`config.mk`:
```
export PLATFORM = sky130hd
export DESIGN_NAME = i2c_txn_ctrl
export DESIGN_NICKNAME = d
export VERILOG_FILES = /design/src/rtl/i2c_txn_ctrl.sv
export SDC_FILE = /design/constraint.sdc
export NUM_CORES = 1
export LEC_CHECK = 0
export CAP_MARGIN = 25
export CORE_AREA = 5 5 80 82
export DETAILED_ROUTE_END_ITERATION = 6
export DIE_AREA = 0 0 85 87
export GPL_TIMING_DRIVEN = 0
export PLACE_DENSITY = 0.91
export SYNTH_ARGS = -nofsm -noshare
export SYNTH_HDL_FRONTEND = slang
export SYNTH_SLANG_ARGS = --single-unit
export TNS_END_PERCENT = 5
```
`constraint.sdc`:
```
create_clock -name clk -period 4.7 [get_ports clk]
set_input_delay 0.94 -clock clk [delete_from_list [all_inputs] [get_ports clk]]
set_output_delay 0.94 -clock clk [all_outputs]
set_load 0.005 [all_outputs]
```
`src/rtl/i2c_txn_ctrl.sv`:
```
// ---------------------------------------------------------------------------
// i2c_txn_ctrl
//
// Purpose:
//   Register-access transaction controller that sits in front of the I2C
//   master bit engine. A single request (device address, register address,
//   write data or read) is turned into the ordered START / WRITE / READ /
//   STOP command stream the bit engine executes. Every written byte has its
//   slave ACK checked; a NACK aborts the attempt with a STOP and the whole
//   sequence is replayed up to MAX_RETRIES more times before an error
//   response is returned.
//
// Parameters:
//   MAX_RETRIES    extra attempts after a NACK (0..7), total = 1 + MAX_RETRIES
//
// Ports:
//   clk, reset     clock and asynchronous active-high reset
//   req_*          request channel (valid/ready), fields captured on accept
//   rsp_*          one-cycle response pulse with read data and error flag
//   cmd_valid/op/wdata, cmd_ready   command channel to the bit engine
//   cmd_done/ack_rx/rdata           completion report from the bit engine
//
// All outputs come straight from flops.
// ---------------------------------------------------------------------------
module i2c_txn_ctrl #(
  parameter int unsigned MAX_RETRIES = 3
) (
  input  logic       clk,
  input  logic       reset,
  input  logic       req_valid,
  output logic       req_ready,
  input  logic       req_rnw,
  input  logic [6:0] req_dev_addr,
  input  logic [7:0] req_reg_addr,
  input  logic [7:0] req_wdata,
  output logic       rsp_valid,
  output logic [7:0] rsp_rdata,
  output logic       rsp_error,
  output logic       cmd_valid,
  input  logic       cmd_ready,
  output logic [1:0] cmd_op,
  output logic [7:0] cmd_wdata,
  input  logic       cmd_done,
  input  logic       cmd_ack_rx,
  input  logic [7:0] cmd_rdata
);

  localparam logic [1:0] OP_START = 2'b00;
  localparam logic [1:0] OP_WRITE = 2'b01;
  localparam logic [1:0] OP_READ  = 2'b10;
  localparam logic [1:0] OP_STOP  = 2'b11;

  typedef enum logic [3:0] {
    S_IDLE,
    S_START,
    S_DEV_W,
    S_REG,
    S_DATA,
    S_RSTART,
    S_DEV_R,
    S_READ,
    S_STOP,
    S_RESP
  } state_e;

  // Every command state is split into an ISSUE phase (cmd_valid high until
  // the bit engine takes it) and a WAIT phase (cmd_valid low until done).
  typedef enum logic {
    PH_ISSUE,
    PH_WAIT
  } phase_e;

  state_e     state_q, state_d;
  phase_e     phase_q, phase_d;
  logic       rnw_q, rnw_d;
  logic [6:0] dev_addr_q, dev_addr_d;
  logic [7:0] reg_addr_q, reg_addr_d;
  logic [7:0] wdata_q, wdata_d;
  logic [7:0] rdata_q, rdata_d;
  logic [2:0] attempt_q, attempt_d;
  logic       nack_q, nack_d;

  logic       req_ready_q, req_ready_d;
  logic       cmd_valid_q, cmd_valid_d;
  logic [1:0] cmd_op_q, cmd_op_d;
  logic [7:0] cmd_wdata_q, cmd_wdata_d;
  logic       rsp_valid_q, rsp_valid_d;
  logic [7:0] rsp_rdata_q, rsp_rdata_d;
  logic       rsp_error_q, rsp_error_d;

  logic       launch;
  logic [9:0] cmd_word;
  logic       is_write_state;

  // Opcode and byte for the command a given state issues. Non-WRITE
  // commands always carry a zero byte.
  function automatic logic [9:0] cmd_for(input state_e     s,
                                         input logic [6:0] dev,
                                         input logic [7:0] ra,
                                         input logic [7:0] wd);
    logic [9:0] w;
    w = {OP_START, 8'h00};
    case (s)
      S_START, S_RSTART: w = {OP_START, 8'h00};
      S_DEV_W:           w = {OP_WRITE, dev, 1'b0};
      S_REG:             w = {OP_WRITE, ra};
      S_DATA:            w = {OP_WRITE, wd};
      S_DEV_R:           w = {OP_WRITE, dev, 1'b1};
      S_READ:            w = {OP_READ, 8'h00};
      S_STOP:            w = {OP_STOP, 8'h00};
      default:           w = {OP_START, 8'h00};
    endcase
    return w;
  endfunction

  // Next-state and next-output computation. Outputs are computed for the
  // state being entered so that the registered versions line up with it:
  // a new command's cmd_valid appears the cycle after the previous done.
  always_comb begin
    state_d     = state_q;
    phase_d     = phase_q;
    rnw_d       = rnw_q;
    dev_addr_d  = dev_addr_q;
    reg_addr_d  = reg_addr_q;
    wdata_d     = wdata_q;
    rdata_d     = rdata_q;
    attempt_d   = attempt_q;
    nack_d      = nack_q;
    req_ready_d = req_ready_q;
    cmd_valid_d = cmd_valid_q;
    cmd_op_d    = cmd_op_q;
    cmd_wdata_d = cmd_wdata_q;
    rsp_valid_d = 1'b0;
    rsp_rdata_d = rsp_rdata_q;
    rsp_error_d = rsp_error_q;
    launch      = 1'b0;
    cmd_word    = '0;

    is_write_state = (state_q == S_DEV_W) || (state_q == S_REG) ||
                     (state_q == S_DATA)  || (state_q == S_DEV_R);

    case (state_q)
      S_IDLE: begin
        if (req_valid && req_ready_q) begin
          rnw_d       = req_rnw;
          dev_addr_d  = req_dev_addr;
          reg_addr_d  = req_reg_addr;
          wdata_d     = req_wdata;
          req_ready_d = 1'b0;
          state_d     = S_START;
          launch      = 1'b1;
        end
      end

      S_RESP: begin
        state_d     = S_IDLE;
        req_ready_d = 1'b1;
        rsp_rdata_d = 8'h00;
        rsp_error_d = 1'b0;
        attempt_d   = '0;
        nack_d      = 1'b0;
      end

      default: begin
        if (phase_q == PH_ISSUE) begin
          // cmd_done seen here belongs to nothing we issued and is ignored.
          if (cmd_ready) begin
            cmd_valid_d = 1'b0;
            phase_d     = PH_WAIT;
          end
        end else if (cmd_done) begin
          if (is_write_state && !cmd_ack_rx) begin
            nack_d = 1'b1;
          end
          case (state_q)
            S_START:  state_d = S_DEV_W;
            S_DEV_W:  state_d = cmd_ack_rx ? S_REG : S_STOP;
            S_REG: begin
              if (!cmd_ack_rx) begin
                state_d = S_STOP;
              end else if (rnw_q) begin
                state_d = S_RSTART;
              end else begin
                state_d = S_DATA;
              end
            end
            S_DATA:   state_d = S_STOP;
            S_RSTART: state_d = S_DEV_R;
            S_DEV_R:  state_d = cmd_ack_rx ? S_READ : S_STOP;
            S_READ: begin
              rdata_d = cmd_rdata;
              state_d = S_STOP;
            end
            S_STOP: begin
              // A STOP that closes a NACKed attempt either replays the whole
              // sequence or, once the attempts are used up, reports failure.
              if (nack_q) begin
                if (attempt_q < 3'(MAX_RETRIES)) begin
                  attempt_d = attempt_q + 3'd1;
                  nack_d    = 1'b0;
                  state_d   = S_START;
                end else begin
                  state_d     = S_RESP;
                  rsp_valid_d = 1'b1;
                  rsp_error_d = 1'b1;
                  rsp_rdata_d = 8'h00;
                end
              end else begin
                state_d     = S_RESP;
                rsp_valid_d = 1'b1;
                rsp_error_d = 1'b0;
                rsp_rdata_d = rnw_q ? rdata_q : 8'h00;
              end
            end
            default:  state_d = S_IDLE;
          endcase
          launch = (state_d != S_RESP) && (state_d != S_IDLE);
        end
      end
    endcase

    if (launch) begin
      cmd_word    = cmd_for(state_d, dev_addr_d, reg_addr_d, wdata_d);
      cmd_valid_d = 1'b1;
      phase_d     = PH_ISSUE;
      cmd_op_d    = cmd_word[9:8];
      cmd_wdata_d = cmd_word[7:0];
    end
  end

  // State and output registers; reset abandons any transaction in flight
  // without a STOP since the bit engine is reset alongside.
  always_ff @(posedge clk or posedge reset) begin
    if (reset) begin
      state_q     <= S_IDLE;
      phase_q     <= PH_ISSUE;
      rnw_q       <= 1'b0;
      dev_addr_q  <= '0;
      reg_addr_q  <= '0;
      wdata_q     <= '0;
      rdata_q     <= '0;
      attempt_q   <= '0;
      nack_q      <= 1'b0;
      req_ready_q <= 1'b1;
      cmd_valid_q <= 1'b0;
      cmd_op_q    <= OP_START;
      cmd_wdata_q <= '0;
      rsp_valid_q <= 1'b0;
      rsp_rdata_q <= '0;
      rsp_error_q <= 1'b0;
    end else begin
      state_q     <= state_d;
      phase_q     <= phase_d;
      rnw_q       <= rnw_d;
      dev_addr_q  <= dev_addr_d;
      reg_addr_q  <= reg_addr_d;
      wdata_q     <= wdata_d;
      rdata_q     <= rdata_d;
      attempt_q   <= attempt_d;
      nack_q      <= nack_d;
      req_ready_q <= req_ready_d;
      cmd_valid_q <= cmd_valid_d;
      cmd_op_q    <= cmd_op_d;
      cmd_wdata_q <= cmd_wdata_d;
      rsp_valid_q <= rsp_valid_d;
      rsp_rdata_q <= rsp_rdata_d;
      rsp_error_q <= rsp_error_d;
    end
  end

  assign req_ready = req_ready_q;
  assign cmd_valid = cmd_valid_q;
  assign cmd_op    = cmd_op_q;
  assign cmd_wdata = cmd_wdata_q;
  assign rsp_valid = rsp_valid_q;
  assign rsp_rdata = rsp_rdata_q;
  assign rsp_error = rsp_error_q;

endmodule

```
# Word-level counts from Yosys, hierarchy flattened
# Index checks and enable logic that the tools add are counted.
[word_totals]
ff_bits = 63
inputBits = 38
[classes]
n_reduce_logical = 25
n_mux = 67
n_lt_le_gt_ge = 1
n_bitwise = 2
eq_ne = 20
add_sub_neg = 1
[op_table]
columns = ["operator", "count"]
rows = [
  ["$mux W8", 10],
  ["$pmux W10 S6", 1],
  ["$mux W4", 11],
  ["$mux W1", 30],
  ["$eq A4 B3 Y1 const B", 7],
  ["$pmux W4 S7", 1],
  ["$eq A4 B2 Y1 const B", 4],
  ["$pmux W8 S2", 1],
  ["$mux W3", 5],
  ["$mux W7", 2],
  ["$reduce_bool A2 Y1", 7],
  ["$eq A4 B4 Y1 const B", 3],
  ["$pmux W1 S2", 4],
  ["$pmux W4 S2", 1],
  ["$pmux W3 S2", 1],
  ["$reduce_and A3 Y1", 2],
  ["$reduce_and A6 Y1", 1],
  ["$reduce_and A5 Y1", 1],
  ["$eq A4 B1 Y1 const B", 1],
  ["$logic_not A4 Y1", 1],
  ["$ne A2 B1 Y1 const B", 2],
  ["$ne A4 B4 Y1 const B", 1],
  ["$reduce_and A2 Y1", 2],
  ["$reduce_and A4 Y1", 1],
  ["other kinds (10)", 16],
]

# Longest topological paths before layout
[depth]
word_depth = 14
ltp_mapped = 10

# Least setup slack after synthesis
# OpenSTA, ideal clock, no wires.
[synth_timing]
path_kind = "input -> register"
startpoint = "input cmd_done"
endpoint = "register cmd_wdata_q[3] (netlist: cmd_wdata[3])"
path_buffers = 2
arrival_ns = 2.391
cell_stages = 9
setup_slack_ns = 2.185
path_cell_list = "and2_1 > buf_2 > o21ai_0 > o221ai_2 > and2_1 > buf_6 > o31ai_1 > a32o_1 > mux2_2"
[synth_between]
elab_chain_len = 5
[synth_lines]
columns = ["element", "line", "rtl"]
rows = [
  ["from (decl)", "43", "input logic cmd_done,"],
  ["$mux W4", "171", "end else if (cmd_done) begin"],
  ["$mux W4", "165", "if (phase_q == PH_ISSUE) begin"],
  ["$pmux W4 S2", "142", "case (state_q)"],
  ["$eq A4 B4 Y1 (tied with other cells)", "103", "case (s)"],
  ["$pmux W10 S6", "103", ""],
  ["to (signal assigned)", "264", "cmd_wdata_q <= cmd_wdata_d;"],
  ["to (decl)", "86", "logic [7:0] cmd_wdata_q, cmd_wdata_d;"],
]
# Several ways; a longest one is shown, not always the timed one.
# A chain may end at the register's enable or synchronous reset.

# Final worst setup path
[layout_timing]
startpoint = "input cmd_ack_rx"
endpoint = "register cmd_op_q[1] (netlist: cmd_op[1])"
[layout_between]
elab_chain_len = 10
[layout_lines]
columns = ["element", "line", "rtl"]
rows = [
  ["from (decl)", "44", "input logic cmd_ack_rx,"],
  ["$mux W4 (on tied branches)", "189, 177, 179", ""],
  ["$pmux W4 S7 (*)", "175", "case (state_q)"],
  ["$mux W4 (*)", "171", ""],
  ["$mux W4 (*)", "165", ""],
  ["$mux W4 (*)", "142", ""],
  ["$mux W4 (tied with other cells)", "171", ""],
  ["$mux W4 or $logic_and A1 B1 Y1 (tied branches)", "165, 217", ""],
  ["$pmux W4 S2 or $mux W1 (tied branches)", "142, 171", ""],
  ["$eq A4 B4 Y1 (tied with other cells)", "103", ""],
  ["$pmux W10 S6 or $pmux W1 S2 (tied branches)", "103, 142", ""],
  ["to (signal assigned)", "263", "cmd_op_q <= cmd_op_d;"],
  ["to (decl)", "85", "logic [1:0] cmd_op_q, cmd_op_d;"],
]
# Every way passes the cells marked *; elsewhere a longest branch is shown, timed or not. The select of a mux whose other input is x is not followed.

==> results.py <==
metrics = {
    "sta": {
        "setup-tns-final_ps": 0,
        "tightest_slew_ps": 972,
        "finalHoldViolations": 0,
        "slew_headroom_pct": 35.0,
        "fmax_mhz": 335,
        "rsz0062_at_grt": "no",
        "finalCritPeriodShare_pct": 63.5,
        "fin_crit_ps": 2990,
        "final.setup_skew_ps": 8.81,
        "slew_viol_final": 0,
        "finalSetupViolCount": 0,
        "whs_ps": 476,
    },
    "place": {
        "hpwl_um": 5050,
        "dp.cells": 429,
        "dpl_cell_area_um2": 3660,
        "io_buffer_count": 59,
        "gp_congestion": 0.877,
    },
    "layout": {
        "final.fill_count": 447,
        "finalNonFillerCells": 445,
        "seqCellArea_um2": 1580,
        "final_cell_mix": "76 x nand2_1, 62 x dfrtp_1, 59 x clkdlybuf4s50_1",
        "nets": 404,
        "drive_gt1_share_pct": 15.4,
        "multi_input_area_um2": 1260,
        "diodes": 0,
        "syn_to_final_growth_pct": 32.5,
        "mostFrequentLayoutCell": "nand2_1",
        "fin_area_um2": 3910,
    },
    "yosys": {
        "syn_area_per_cell_um2": 10.0,
        "synth_top_area_share_pct": 52.6,
        "synthTopCellsByArea": "dfrtp_1 53%, nand2_1 9.7%, mux2_2 7.6%",
        "seq_area_frac_synth_pct": 53.5,
        "yosys.area.top_type": "dfrtp_1",
        "ys_warn_count": 0,
        "syn_nets": 333,
        "synth.cell_area_um2": 2950,
        "ys_types": 48,
        "ys_ff_latch": 63,
        "postSynthCellCount": 294,
    },
    "drt": {
        "vias": 2514,
        "first_pass_iters": 5,
        "m1WireLength_um": 2980,
        "top_layer": "met4",
        "drtIter0Drc": 198,
        "via_per_inst": 5.65,
        "met3WireLength_um": 491,
        "post_drt_wl_per_cell_um": 16.1,
        "drc": 0,
        "ant_nets": 0,
        "routed_wl_um": 7170,
        "wl_met2_um": 3510,
    },
    "clock_tree": {
        "cts_tree": "done",
        "cts-buffers-inserted": 9,
        "clk_path_buf_depth": 2,
        "htreeDepth": 3,
        "cts-root-buf": "clkbuf_8",
        "clock_sinks": 63,
        "clkLatencyLatePin_ps": 340,
        "clkTransAtPathRegs_ps": 70,
        "cts.hold.buffers_added": 0,
        "cts_setup_buffers": 0,
        "cts_resized": 0,
    },
    "setup_path": {
        "crit_arrival_ps": 3190,
        "startpoint_type": "primary input",
        "cp_max_fo": 10,
        "endpoint_kind": "register",
        "required_ps": 4900,
        "worst-setup-path-type": "in -> reg",
    },
    "floorplan": {
        "die_h_um": 87,
        "core_um2": 5680,
        "rows": 28,
        "initial_core_util_pct": 52.0,
        "ioPinCount": 60,
        "dieArea_um2": 7400,
        "die_w_um": 85,
    },
    "global_route": {
        "groute.usage.overall_pct": 20.3,
        "grt_max_degree": 41,
        "grt_antenna_before_repair": 0,
        "grt-ovfl-total": 0,
        "grt_pass1_vias": 2499,
        "grt_pass1_wl_um": 11800,
    },
    "flow_run": {
        "drv_cap": 0,
    },
    "pwr": {
        "irDropWorstVdd_uv": 368,
        "p_per_area_nw_per_um2": 302,
        "power.leakage_nw": 1.90,
        "total_power_w": 0.00118,
    },
    "hold_path": {
        "hold_path.class": "reg -> reg",
    },
    "outcome": {
        "status": "finished clean",
    },
}
==> critical path, stage by stage <==
cell and delay, ps:
clkdlybuf4s50_1 610, nand2_1 80, o22a_1 170, nor2_1 80
a21oi_1 50, a311oi_2 770, buf_2 340, o21ai_0 140
==> state kept, by name, summed over array words and instances, names as in the netlist, 2 cells and up <==
signal      count
rdata_q         8
cmd_wdata       8
dev_addr_q      7
reg_addr_q      8
state_q         4
wdata_q         8
rsp_rdata       8
attempt_q       3
cmd_op          2
==> stage by stage <==
| stage | utilization (%) | setup slack, ps |
|---|---|---|
| 3_3_place_gp | 64.1 | 1210 |
| 2_1_floorplan | - | 2180 |
| 3_5_place_dp | 64.4 | 1400 |
| 5_1_grt | 68.9 | 1630 |
| 6_report | 68.9 | 1710 |
| 4_1_cts | 68.9 | 1770 |
==> layout make-up <==
type	instances	share of cell area, %
Sequential cell	63	40.3
Multi-Input combinational cell	206	32.1
Timing Repair Buffer	60	15.6
Clock buffer	11	3.87
Clock inverter	5	2.66
Tap cell	75	2.40
Buffer	13	1.82
Inverter	12	1.15
==> power breakdown <==
part	internal (W)	total [W]	switching, W
sequential	0.000542	0.000542	0
clock	0.000381	0.000594	0.000212
combinational	0.0000289	0.0000453	0.0000165
==> kinds of logic after synthesis <==
group	share of synthesized area (%)
simple gates	19.0
flops	53.5
compound gates	13.2
mux	9.67
buf+inv	3.94
xor+xnor	0.297
fa+ha+maj	0.424
==> worst paths after layout <==
| check | startpoint | slack, ps | depth (start not counted) | to |
|---|---|---|---|---|
| setup / recovery | cmd_ack_rx | 1710 | 8 | cmd_op[1]$_DFFE_PP0P_ |
| max in group asynchronous | reset | 3170 | 3 | phase_q$_DFFE_PP0P_ |
| hold reg to reg | rsp_error$_DFFE_PP0P_ | 480 | 2 | rsp_error$_DFFE_PP0P_ |
| setup reg to reg | state_q[1]$_DFF_PP0_ | 2120 | 7 | cmd_op[1]$_DFFE_PP0P_ |
| min in group asynchronous | reset | 950 | 2 | rdata_q[1]$_DFFE_PP0P_ |
| hold / removal | rsp_error$_DFFE_PP0P_ | 480 | 2 | rsp_error$_DFFE_PP0P_ |
==> routing by layer <==
metal / up-vias / global-route usage, %
met3: 20 / 4.82
li1: 1164 / -
met4: 0 / 10.1
met5: - / 0
met1: 1220 / 25.2
met2: 110 / 33.4
==> Yosys cell counts, drive strengths merged <==
cell     instances
nand2           76
dfrtp           62
mux2            20
nor2            15
o21ai           14
inv             12
buf             11
a21oi            9
nand3            9
o31ai            7
mux2i            6
a32o             5
a31oi            4
nor2b            4
nand2b           3
nor3             3
a21o             2
and2             2
and3             2
clkbuf           2
nand4            2
nor3b            2
nor4             2
o21a             2
or3b             2
a2111oi          1
a221o            1
a221oi           1
a311o            1
a311oi           1
dfstp            1
ha               1
nand3b           1
nand4b           1
o211a            1
o221ai           1
o22a             1
o2bb2ai          1
o41a             1
or2              1
xnor2            1
No activity file was read; power rests on OpenSTA's default activity.
